### src/rtl/tpu_ctrl_pkg.sv
// rtl/tpu_ctrl_pkg.sv - shared state, command and VPU mode definitions for the tile sequencer
package tpu_ctrl_pkg;

    typedef enum logic [2:0] {
        IDLE,
        LOAD_W,
        STREAM,
        DRAIN,
        DONE
    } seq_state_t;

    localparam logic [2:0] VPU_BYPASS    = 3'd0;
    localparam logic [2:0] VPU_RELU      = 3'd1;
    localparam logic [2:0] VPU_BIAS      = 3'd2;
    localparam logic [2:0] VPU_BIAS_RELU = 3'd3;

    // Per-tile mode bits; widths of addresses, length and masks follow the instance parameters.
    typedef struct packed {
        logic       bias_en;
        logic [2:0] vpu_mode;
    } tile_cmd_t;

endpackage

### src/rtl/tpu_wb_tracker.sv
// rtl/tpu_wb_tracker.sv - counts result-row writebacks, forms the D address and watches the drain timeout
module tpu_wb_tracker #(
    parameter int ADDR_WIDTH    = 10,
    parameter int M_WIDTH       = 10,
    parameter int DRAIN_TIMEOUT = 256
) (
    input  logic                  clk,
    input  logic                  rst,
    input  logic                  start,
    input  logic                  active,
    input  logic                  drain,
    input  logic                  wb_valid,
    input  logic [ADDR_WIDTH-1:0] d_base,
    input  logic [M_WIDTH-1:0]    m_len,
    output logic [ADDR_WIDTH-1:0] wr_addr_d,
    output logic                  wb_complete,
    output logic                  timeout
);

    localparam int TW = $clog2(DRAIN_TIMEOUT + 1);

    logic [M_WIDTH-1:0] wb_cnt;
    logic [TW-1:0]      idle_cnt;
    logic               wb_fire;

    assign wb_fire     = active && wb_valid;
    // Counts the writeback of this cycle so the FSM can leave DRAIN without an extra cycle.
    assign wb_complete = (wb_cnt + M_WIDTH'(wb_fire)) == m_len;
    assign timeout     = drain && !wb_fire && (idle_cnt == TW'(DRAIN_TIMEOUT - 1));
    assign wr_addr_d   = active ? d_base + ADDR_WIDTH'(wb_cnt) : '0;

    always_ff @(posedge clk or negedge rst) begin
        if (!rst) begin
            wb_cnt   <= '0;
            idle_cnt <= '0;
        end else begin
            if (start) begin
                wb_cnt <= '0;
            end else if (wb_fire) begin
                wb_cnt <= wb_cnt + 1'b1;
            end
            if (!drain || wb_fire) begin
                idle_cnt <= '0;
            end else begin
                idle_cnt <= idle_cnt + 1'b1;
            end
        end
    end

endmodule

### src/rtl/tpu_tile_sequencer.sv
// rtl/tpu_tile_sequencer.sv - tile command FSM driving weight load, input streaming and result drain
module tpu_tile_sequencer
    import tpu_ctrl_pkg::*;
#(
    parameter int SYSTOLIC_ARRAY_WIDTH = 16,
    parameter int ADDR_WIDTH           = 10,
    parameter int M_WIDTH              = 10,
    parameter int DRAIN_TIMEOUT        = 256,
    localparam int IDX_WIDTH           = $clog2(SYSTOLIC_ARRAY_WIDTH)
) (
    input  logic                            clk,
    input  logic                            rst,
    input  logic                            cmd_valid,
    output logic                            cmd_ready,
    input  logic [ADDR_WIDTH-1:0]           cmd_a_base,
    input  logic [ADDR_WIDTH-1:0]           cmd_b_base,
    input  logic [ADDR_WIDTH-1:0]           cmd_c_base,
    input  logic [ADDR_WIDTH-1:0]           cmd_d_base,
    input  logic [M_WIDTH-1:0]              cmd_m_len,
    input  logic [SYSTOLIC_ARRAY_WIDTH-1:0] cmd_row_mask,
    input  logic [SYSTOLIC_ARRAY_WIDTH-1:0] cmd_col_mask,
    input  logic [2:0]                      cmd_vpu_mode,
    input  logic                            cmd_bias_en,
    input  logic                            abort,
    output logic [ADDR_WIDTH-1:0]           ctrl_rd_addr_a,
    output logic                            ctrl_rd_en_a,
    output logic                            ctrl_a_valid,
    output logic                            ctrl_a_switch,
    output logic                            ctrl_psum_valid,
    output logic [ADDR_WIDTH-1:0]           ctrl_rd_addr_b,
    output logic                            ctrl_rd_en_b,
    output logic                            ctrl_b_accept_w,
    output logic [IDX_WIDTH-1:0]            ctrl_b_weight_index,
    output logic [ADDR_WIDTH-1:0]           ctrl_rd_addr_c,
    output logic                            ctrl_rd_en_c,
    output logic                            ctrl_c_valid,
    output logic [2:0]                      ctrl_vpu_mode,
    output logic [ADDR_WIDTH-1:0]           ctrl_wr_addr_d,
    output logic [SYSTOLIC_ARRAY_WIDTH-1:0] ctrl_row_mask,
    output logic [SYSTOLIC_ARRAY_WIDTH-1:0] ctrl_col_mask,
    input  logic                            core_writeback_valid,
    output logic                            busy,
    output logic                            done,
    output logic                            err
);

    seq_state_t state, state_nxt;

    logic [ADDR_WIDTH-1:0]           a_base_q, b_base_q, c_base_q, d_base_q;
    logic [M_WIDTH-1:0]              m_len_q, m_cnt;
    logic [SYSTOLIC_ARRAY_WIDTH-1:0] row_mask_q, col_mask_q;
    tile_cmd_t                       cmd_q;
    logic [IDX_WIDTH-1:0]            w_cnt, widx_q;
    logic accept, bad, rd_en_a, rd_en_b, rd_en_c;
    logic a_valid_q, a_switch_q, c_valid_q, b_accept_q;
    logic wb_complete, timeout;

    assign cmd_ready = (state == IDLE);
    assign accept    = cmd_valid && cmd_ready && !abort;
    assign bad       = (m_len_q == '0) || (col_mask_q == '0);
    assign busy      = (state != IDLE);
    assign done      = (state == DONE);

    always_ff @(posedge clk or negedge rst) begin
        if (!rst) begin
            state      <= IDLE;
            a_base_q   <= '0;
            b_base_q   <= '0;
            c_base_q   <= '0;
            d_base_q   <= '0;
            m_len_q    <= '0;
            row_mask_q <= '0;
            col_mask_q <= '0;
            cmd_q      <= '0;
            w_cnt      <= '0;
            m_cnt      <= '0;
            err        <= 1'b0;
        end else begin
            state <= state_nxt;
            if (accept) begin
                a_base_q   <= cmd_a_base;
                b_base_q   <= cmd_b_base;
                c_base_q   <= cmd_c_base;
                d_base_q   <= cmd_d_base;
                m_len_q    <= cmd_m_len;
                row_mask_q <= cmd_row_mask;
                col_mask_q <= cmd_col_mask;
                cmd_q      <= '{bias_en: cmd_bias_en, vpu_mode: cmd_vpu_mode};
                w_cnt      <= '0;
                m_cnt      <= '0;
                // A degenerate tile is flagged at accept; the sticky bit also clears here.
                err        <= (cmd_m_len == '0) || (cmd_col_mask == '0);
            end else begin
                if (rd_en_b) w_cnt <= w_cnt + 1'b1;
                if (rd_en_a) m_cnt <= m_cnt + 1'b1;
                if (state == DRAIN && timeout && !wb_complete && !abort) err <= 1'b1;
            end
        end
    end

    always_comb begin
        state_nxt = state;
        rd_en_a   = 1'b0;
        rd_en_b   = 1'b0;
        rd_en_c   = 1'b0;
        case (state)
            IDLE:   if (accept) state_nxt = LOAD_W;
            LOAD_W: begin
                if (bad) begin
                    state_nxt = DONE;
                end else begin
                    rd_en_b = 1'b1;
                    if (w_cnt == IDX_WIDTH'(SYSTOLIC_ARRAY_WIDTH - 1)) state_nxt = STREAM;
                end
            end
            STREAM: begin
                rd_en_a = 1'b1;
                rd_en_c = cmd_q.bias_en;
                if (m_cnt == m_len_q - M_WIDTH'(1)) state_nxt = DRAIN;
            end
            DRAIN:  if (wb_complete || timeout) state_nxt = DONE;
            DONE:   state_nxt = IDLE;
            default: state_nxt = IDLE;
        endcase
        if (abort) state_nxt = IDLE;
    end

    // Core buffers return data one cycle after the read, so valids trail the read strobes by one.
    always_ff @(posedge clk or negedge rst) begin
        if (!rst) begin
            a_valid_q  <= 1'b0;
            a_switch_q <= 1'b0;
            c_valid_q  <= 1'b0;
            b_accept_q <= 1'b0;
            widx_q     <= '0;
        end else if (abort) begin
            a_valid_q  <= 1'b0;
            a_switch_q <= 1'b0;
            c_valid_q  <= 1'b0;
            b_accept_q <= 1'b0;
            widx_q     <= '0;
        end else begin
            a_valid_q  <= rd_en_a;
            a_switch_q <= rd_en_a && (m_cnt == '0);
            c_valid_q  <= rd_en_c;
            b_accept_q <= rd_en_b;
            widx_q     <= rd_en_b ? w_cnt : '0;
        end
    end

    tpu_wb_tracker #(
        .ADDR_WIDTH    (ADDR_WIDTH),
        .M_WIDTH       (M_WIDTH),
        .DRAIN_TIMEOUT (DRAIN_TIMEOUT)
    ) u_wb_tracker (
        .clk         (clk),
        .rst         (rst),
        .start       (accept),
        .active      ((state == STREAM) || (state == DRAIN)),
        .drain       (state == DRAIN),
        .wb_valid    (core_writeback_valid),
        .d_base      (d_base_q),
        .m_len       (m_len_q),
        .wr_addr_d   (ctrl_wr_addr_d),
        .wb_complete (wb_complete),
        .timeout     (timeout)
    );

    assign ctrl_rd_en_a        = rd_en_a;
    assign ctrl_rd_addr_a      = rd_en_a ? a_base_q + ADDR_WIDTH'(m_cnt) : '0;
    assign ctrl_rd_en_b        = rd_en_b;
    assign ctrl_rd_addr_b      = rd_en_b ? b_base_q + ADDR_WIDTH'(w_cnt) : '0;
    assign ctrl_rd_en_c        = rd_en_c;
    assign ctrl_rd_addr_c      = rd_en_c ? c_base_q + ADDR_WIDTH'(m_cnt) : '0;
    assign ctrl_a_valid        = a_valid_q;
    assign ctrl_psum_valid     = a_valid_q;
    assign ctrl_a_switch       = a_switch_q;
    assign ctrl_c_valid        = c_valid_q;
    assign ctrl_b_accept_w     = b_accept_q;
    assign ctrl_b_weight_index = widx_q;
    assign ctrl_vpu_mode       = busy ? cmd_q.vpu_mode : '0;
    assign ctrl_row_mask       = busy ? row_mask_q : '0;
    assign ctrl_col_mask       = busy ? col_mask_q : '0;

endmodule

### config.mk
export PLATFORM = sky130hd
export DESIGN_NAME = tpu_tile_sequencer
export DESIGN_NICKNAME = d
export VERILOG_FILES = /design/src/rtl/tpu_ctrl_pkg.sv /design/src/rtl/tpu_wb_tracker.sv /design/src/rtl/tpu_tile_sequencer.sv
export SDC_FILE = /design/constraint.sdc
export NUM_CORES = 1
export LEC_CHECK = 0
export BUFFER_PORTS_ARGS = -buffer_cell sky130_fd_sc_hd__buf_2
export CAP_MARGIN = 5
export CORE_ASPECT_RATIO = 1.5
export CORE_MARGIN = 2
export CORE_UTILIZATION = 45
export CTS_CLUSTER_DIAMETER = 50
export CTS_CLUSTER_SIZE = 28
export DETAILED_ROUTE_END_ITERATION = 16
export GPL_ROUTABILITY_DRIVEN = 0
export PLACE_DENSITY = 0.71
export SETUP_SLACK_MARGIN = 0.2
export SKIP_CTS_REPAIR_TIMING = 1
export SYNTH_ARGS = -nofsm -noshare
export SYNTH_HDL_FRONTEND = slang
export SYNTH_SLANG_ARGS = --single-unit
### constraint.sdc
create_clock -name clk -period 2.53 [get_ports clk]
set_input_delay 0.253 -clock clk [delete_from_list [all_inputs] [get_ports clk]]
set_output_delay 0.253 -clock clk [all_outputs]
set_load 0.05 [all_outputs]
# Word level (Yosys, flattened, before mapping)
# Cells that the tools add are included.
dict set report classes {
  addsub 10
  eq_ne 12
  n_mux 33
  n_reduce_logical 30
}
# cell n
set ops {}
lappend ops {{$mux W10} 8}
lappend ops {{$logic_not A16 Y1} 2}
lappend ops {{$mux W16} 2}
lappend ops {{$add A10 B10 Y10} 3}
lappend ops {{$logic_not A10 Y1} 3}
lappend ops {{$mux W3} 7}
lappend ops {{$add A10 B1 Y10 const B} 2}
lappend ops {{$eq A10 B10 Y1} 2}
lappend ops {{$mux W4} 4}
lappend ops {{$pmux W3 S4} 1}
lappend ops {{$add A10 B1 Y10} 1}
lappend ops {{$add A10 B4 Y10} 1}
lappend ops {{$mux W1} 10}
lappend ops {{$sub A10 B1 Y10 const B} 1}
lappend ops {{$add A9 B1 Y9 const B} 1}
lappend ops {{$eq A9 B8 Y1 const B} 1}
lappend ops {{$logic_and A1 B1 Y1} 9}
lappend ops {{$mux W9} 1}
lappend ops {{$reduce_bool A2 Y1} 4}
lappend ops {{$eq A3 B2 Y1 const B} 2}
lappend ops {{$ne A3 B3 Y1 const B} 2}
lappend ops {{$logic_or A1 B1 Y1} 5}
lappend ops {{$add A4 B1 Y4 const B} 1}
lappend ops {{$eq A4 B4 Y1 const B} 1}
lappend ops {{8 further kinds} 11}
dict set report word_totals {
  word_cells 105
  in_bits 91
  register_bits 131
}

# Depth between registers and ports, before layout
dict set report logic_depth {
  word_depth 11
  mapped_depth 12
}

# By module
# A second synthesis with hierarchy kept.
dict set report unflattened {
  cells_unflattened 926
  area_unflattened_um2 7752.4
}
# module seq_area_each_um2 n_inst area_per_inst_um2 cells_each
set modules_own_cells {}
lappend modules_own_cells {tpu_tile_sequencer 2802.7 1 6093.3 730}
lappend modules_own_cells {tpu_wb_tracker 475.5 1 1659.1 196}

# Least setup slack after synthesis
# Ideal clock, no wire load.
dict set report synth_timing {
  path_kind {register to output}
  from {register u_wb_tracker.wb_cnt[1]}
  to {output ctrl_wr_addr_d[7]}
  path_stages_with_launch 8
  setup_slack_ps -697
  t_required_ps 2277
  path_buffers 0
  arrival_time_ps 2974
  path_cell_list {dfrtp_1 > ha_1 > a21o_1 > a21oi_1 > o21ai_0 > a2111oi_0 > nor3_1 > nor3b_1}
}
dict set report synth_via {
  elab_chain_len 2
}
# item line_no
set synth_rtl {}
lappend synth_rtl {{from (decl)} tpu_wb_tracker.sv:22} ;# logic [M_WIDTH-1:0] wb_cnt;
lappend synth_rtl {{from (signal assigned)} tpu_wb_tracker.sv:40} ;# wb_cnt <= wb_cnt + 1'b1;
lappend synth_rtl {{$add A10 B10 Y10} tpu_wb_tracker.sv:30} ;# assign wr_addr_d = active ? d_base + ADDR_WIDTH'(wb_cnt) : '0;
lappend synth_rtl {{$mux W10} tpu_wb_tracker.sv:30}
lappend synth_rtl {{to (decl)} tpu_tile_sequencer.sv:38} ;# output logic [ADDR_WIDTH-1:0] ctrl_wr_addr_d,
# Every way passes these cells.

# Final worst setup path
dict set report layout_timing {
  from {register m_cnt[0]}
  to {output ctrl_rd_addr_c[8]}
}
dict set report layout_via {
  elab_chain_len 2
}
# item line_no
set layout_rtl {}
lappend layout_rtl {{from (decl)} tpu_tile_sequencer.sv:50} ;# logic [M_WIDTH-1:0] m_len_q, m_cnt;
lappend layout_rtl {{from (signal assigned)} tpu_tile_sequencer.sv:95} ;# if (rd_en_a) m_cnt <= m_cnt + 1'b1;
lappend layout_rtl {{$add A10 B10 Y10} tpu_tile_sequencer.sv:174} ;# assign ctrl_rd_addr_c = rd_en_c ? c_base_q + ADDR_WIDTH'(m_cnt) : '0;
lappend layout_rtl {{$mux W10} tpu_tile_sequencer.sv:174}
lappend layout_rtl {{to (decl)} tpu_tile_sequencer.sv:34} ;# output logic [ADDR_WIDTH-1:0] ctrl_rd_addr_c,
# Every way passes these cells.

==> results.json <==
{
  "status": "complete, but fails checks",
  "violations": "negative setup slack",
  "drive_gt1_frac": 0.488,
  "power_mw": 12.3,
  "met3_length_um": 835,
  "power_density_nw_per_um2": 1110,
  "drt-total-wl_um": 21300,
  "place_worst_setup_slack_ps": -74.3,
  "hold_depth": 3,
  "async_flop_share": 1.00,
  "ant_nets": 0,
  "fin_skew_ps": 12.0,
  "nNetsFinal": 1139,
  "highest_layer": "met4",
  "peakVddDrop_mv": 0.810,
  "grt_antenna_before_repair": 0,
  "path_delay_family": "compound AO/OA/AOI/OAI gates",
  "wire_per_inst_um": 17.3,
  "cp-startpoint": "m_cnt[0]",
  "min_from": "cmd_m_len[1]",
  "drv_cap": 0,
  "tightest_slew_ps": 670,
  "core.rowCount": 58,
  "area_delta_synth_final_pct": 42.7,
  "syn_inst": 761,
  "layout_commonest_cell": "buf_2",
  "cts.path.max_buffers": 2,
  "leakagePower_nw": 5.10,
  "grt_pass1_vias": 6614,
  "cts.sinks": 131,
  "min_period_over_period": 1.16,
  "finalCoreUtilization": 0.659,
  "ys_ff_latch": 131,
  "dieHeight_um": 165,
  "yosys_warnings": 0,
  "drt_iter0_drc": 267,
  "drt-vias-per-instance": 5.46,
  "yosysTopAreaCell": "dfrtp_1",
  "cp_slowest_cell": "dfrtp_1",
  "slew_headroom": 0.553,
  "cts_buffers": 17,
  "reg2regPathDepth": 11,
  "slew_violations": 0,
  "num_vias": 6695,
  "worst-path-buf-inv": 1,
  "avgSynthCellArea_um2": 10.2,
  "grt_max_degree": 51,
  "overflow": 0,
  "design.core.area_um2": 16800,
  "htree_levels": 4,
  "first_pass_iters": 4,
  "endpoint_kind": "output port",
  "rsz0062_at_grt": "yes",
  "path_class": "flop to output port",
  "hold_path.class": "primary input to flop",
  "cp_max_fo": 3,
  "r2r-end": "state[2]",
  "cts_tree": "built",
  "clk_pin_slew_ps": 60,
  "hold_violations": 0,
  "drc": 0,
  "track_usage": 0.214,
  "grt_pass1_wl_um": 31400,
  "dieArea_um2": 18400,
  "max_freq_mhz": 340,
  "dp_hpwl_um": 14800,
  "synth.top_cell.area_share": 0.422,
  "crit_required_ps": 2280,
  "synthTopCellsByArea": "dfrtp_1 (42%), mux2_2 (12%), ha_1 (6.6%)",
  "die_x_um": 111,
  "crit_chain": "ha_2 > fa_2 > a21o_1 > a21oi_2 > o21bai_2 > a2111oi_4 > or4_4 > nand2_2 > buf_6",
  "met1_length_um": 7970,
  "initial_core_util": 0.462,
  "synth.cell_area_um2": 7770,
  "ys_seq_area_frac": 0.422,
  "synth_fp_nets": 897,
  "fill_cells": 1303,
  "pin_count": 182,
  "finalSetupViolCount": 14,
  "regArea_um2": 3290,
  "insertion_delay_ps": 430,
  "synth.distinct_cells": 56,
  "cts_root_buffer": "clkbuf_16",
  "final_cell_mix": "buf_2 (146), dfrtp_1 (123), mux2_2 (82)",
  "hold_end": "m_len_q[1]",
  "ff2ff_setup_slack_ps": 40,
  "crit-reg2reg-launch": "u_wb_tracker.wb_cnt[0]",
  "synth_edf_count": 0,
  "synthFlopType": "dfrtp_1",
  "fin_ws_ps": -411,
  "io_buffer_count": 181,
  "multi_input_area_um2": 5040,
  "worstSetupStartpointType": "flop",
  "max_stage_delay_ps": 420,
  "worst_ep_arrival_time_ps": 2690,
  "met2_length_um": 11900,
  "finalWorstPathRequiredPeriod_ps": 2940
}
-- power by group --
group          total [mW]  leakage (nW)  switching, mW  internal (mW)
Clock                2.41         0.276           1.01           1.40
Sequential           3.57          1.62          0.706           2.86
Combinational        6.29          3.20           3.68           2.62
Total                12.3          5.10           5.39           6.88
-- flip-flops by register name, summed over array words and instances, names as in the netlist, 4 cells and up --
signal	cells
col_mask_q	16
row_mask_q	16
a_base_q	10
b_base_q	10
c_base_q	10
d_base_q	10
m_cnt	10
m_len_q	10
u_wb_tracker.wb_cnt	10
u_wb_tracker.idle_cnt	9
cmd_q	4
ctrl_b_weight_index	4
w_cnt	4
-- tightest hold or removal path, cell delays in order --
cell	delay [ps]
buf_2	80
nand2_1	40
o21ai_0	50
-- through the flow --
stage | instance area, um^2 | hold WS, ps | setup TNS, ps | std cells
after floorplan | 8030 | -42.6 | -182 | 761
after global placement | 9450 | 234 | -33.6 | 1168
after detailed placement | 9450 | 238 | -134 | 1168
after CTS | 10000 | -217 | -6070 | 1200
after global routing | 11100 | 38.1 | -4280 | 1226
final | 11100 | 41.5 | -2440 | 1227
-- synthesized netlist by cell type (all sizes together) (6+ instances only) --
library cell / n
and2: 46
ha: 41
nor2: 63
clkbuf: 11
nand2: 35
buf: 21
xnor2: 35
inv: 31
nand4: 14
nor4: 13
nand2b: 9
and3: 8
or3: 14
a2111oi: 6
mux2: 82
dfrtp: 131
nor3: 13
nor2b: 6
or4: 7
xor2: 27
o21ai: 24
a21oi: 37
nand3: 14
a31oi: 8
a21o: 11
nor3b: 8
-- how the worst max path moves through the flow --
stage | end | slack, ps | cells after the start
floorplan | ctrl_wr_addr_d[7] | -80 | 7
global placement | ctrl_wr_addr_d[7] | -30 | 8
detailed placement | ctrl_wr_addr_d[7] | -70 | 8
CTS | ctrl_wr_addr_d[7] | -550 | 8
global route | ctrl_rd_addr_c[8] | -480 | 9
finish | ctrl_rd_addr_c[8] | -410 | 9
-- cells by family after synthesis --
family / Yosys count / synth area share
AO/OA/AOI/OAI: 118 / 0.0977
AND/OR/NAND/NOR: 258 / 0.177
multiplexers: 84 / 0.121
adder cells (fa/ha/maj): 45 / 0.0763
buffers and inverters: 63 / 0.0356
flip-flops: 131 / 0.422
XOR/XNOR: 62 / 0.0699
-- metal layers --
layer,vias to the layer above,track usage
met3,46,0.0459
met5,-,0
li1,3185,-
met4,0,0.0920
met1,3289,0.241
met2,175,0.391
-- layout make-up --
type | count | area share
Antenna cell | 1 | 0.000226
Clock buffer | 18 | 0.0396
Clock inverter | 14 | 0.0129
Inverter | 31 | 0.0105
Multi-Input combinational cell | 567 | 0.454
Sequential cell | 131 | 0.297
Tap cell | 210 | 0.0237
Timing Repair Buffer | 255 | 0.162
No activity file was read; power rests on OpenSTA's default activity.
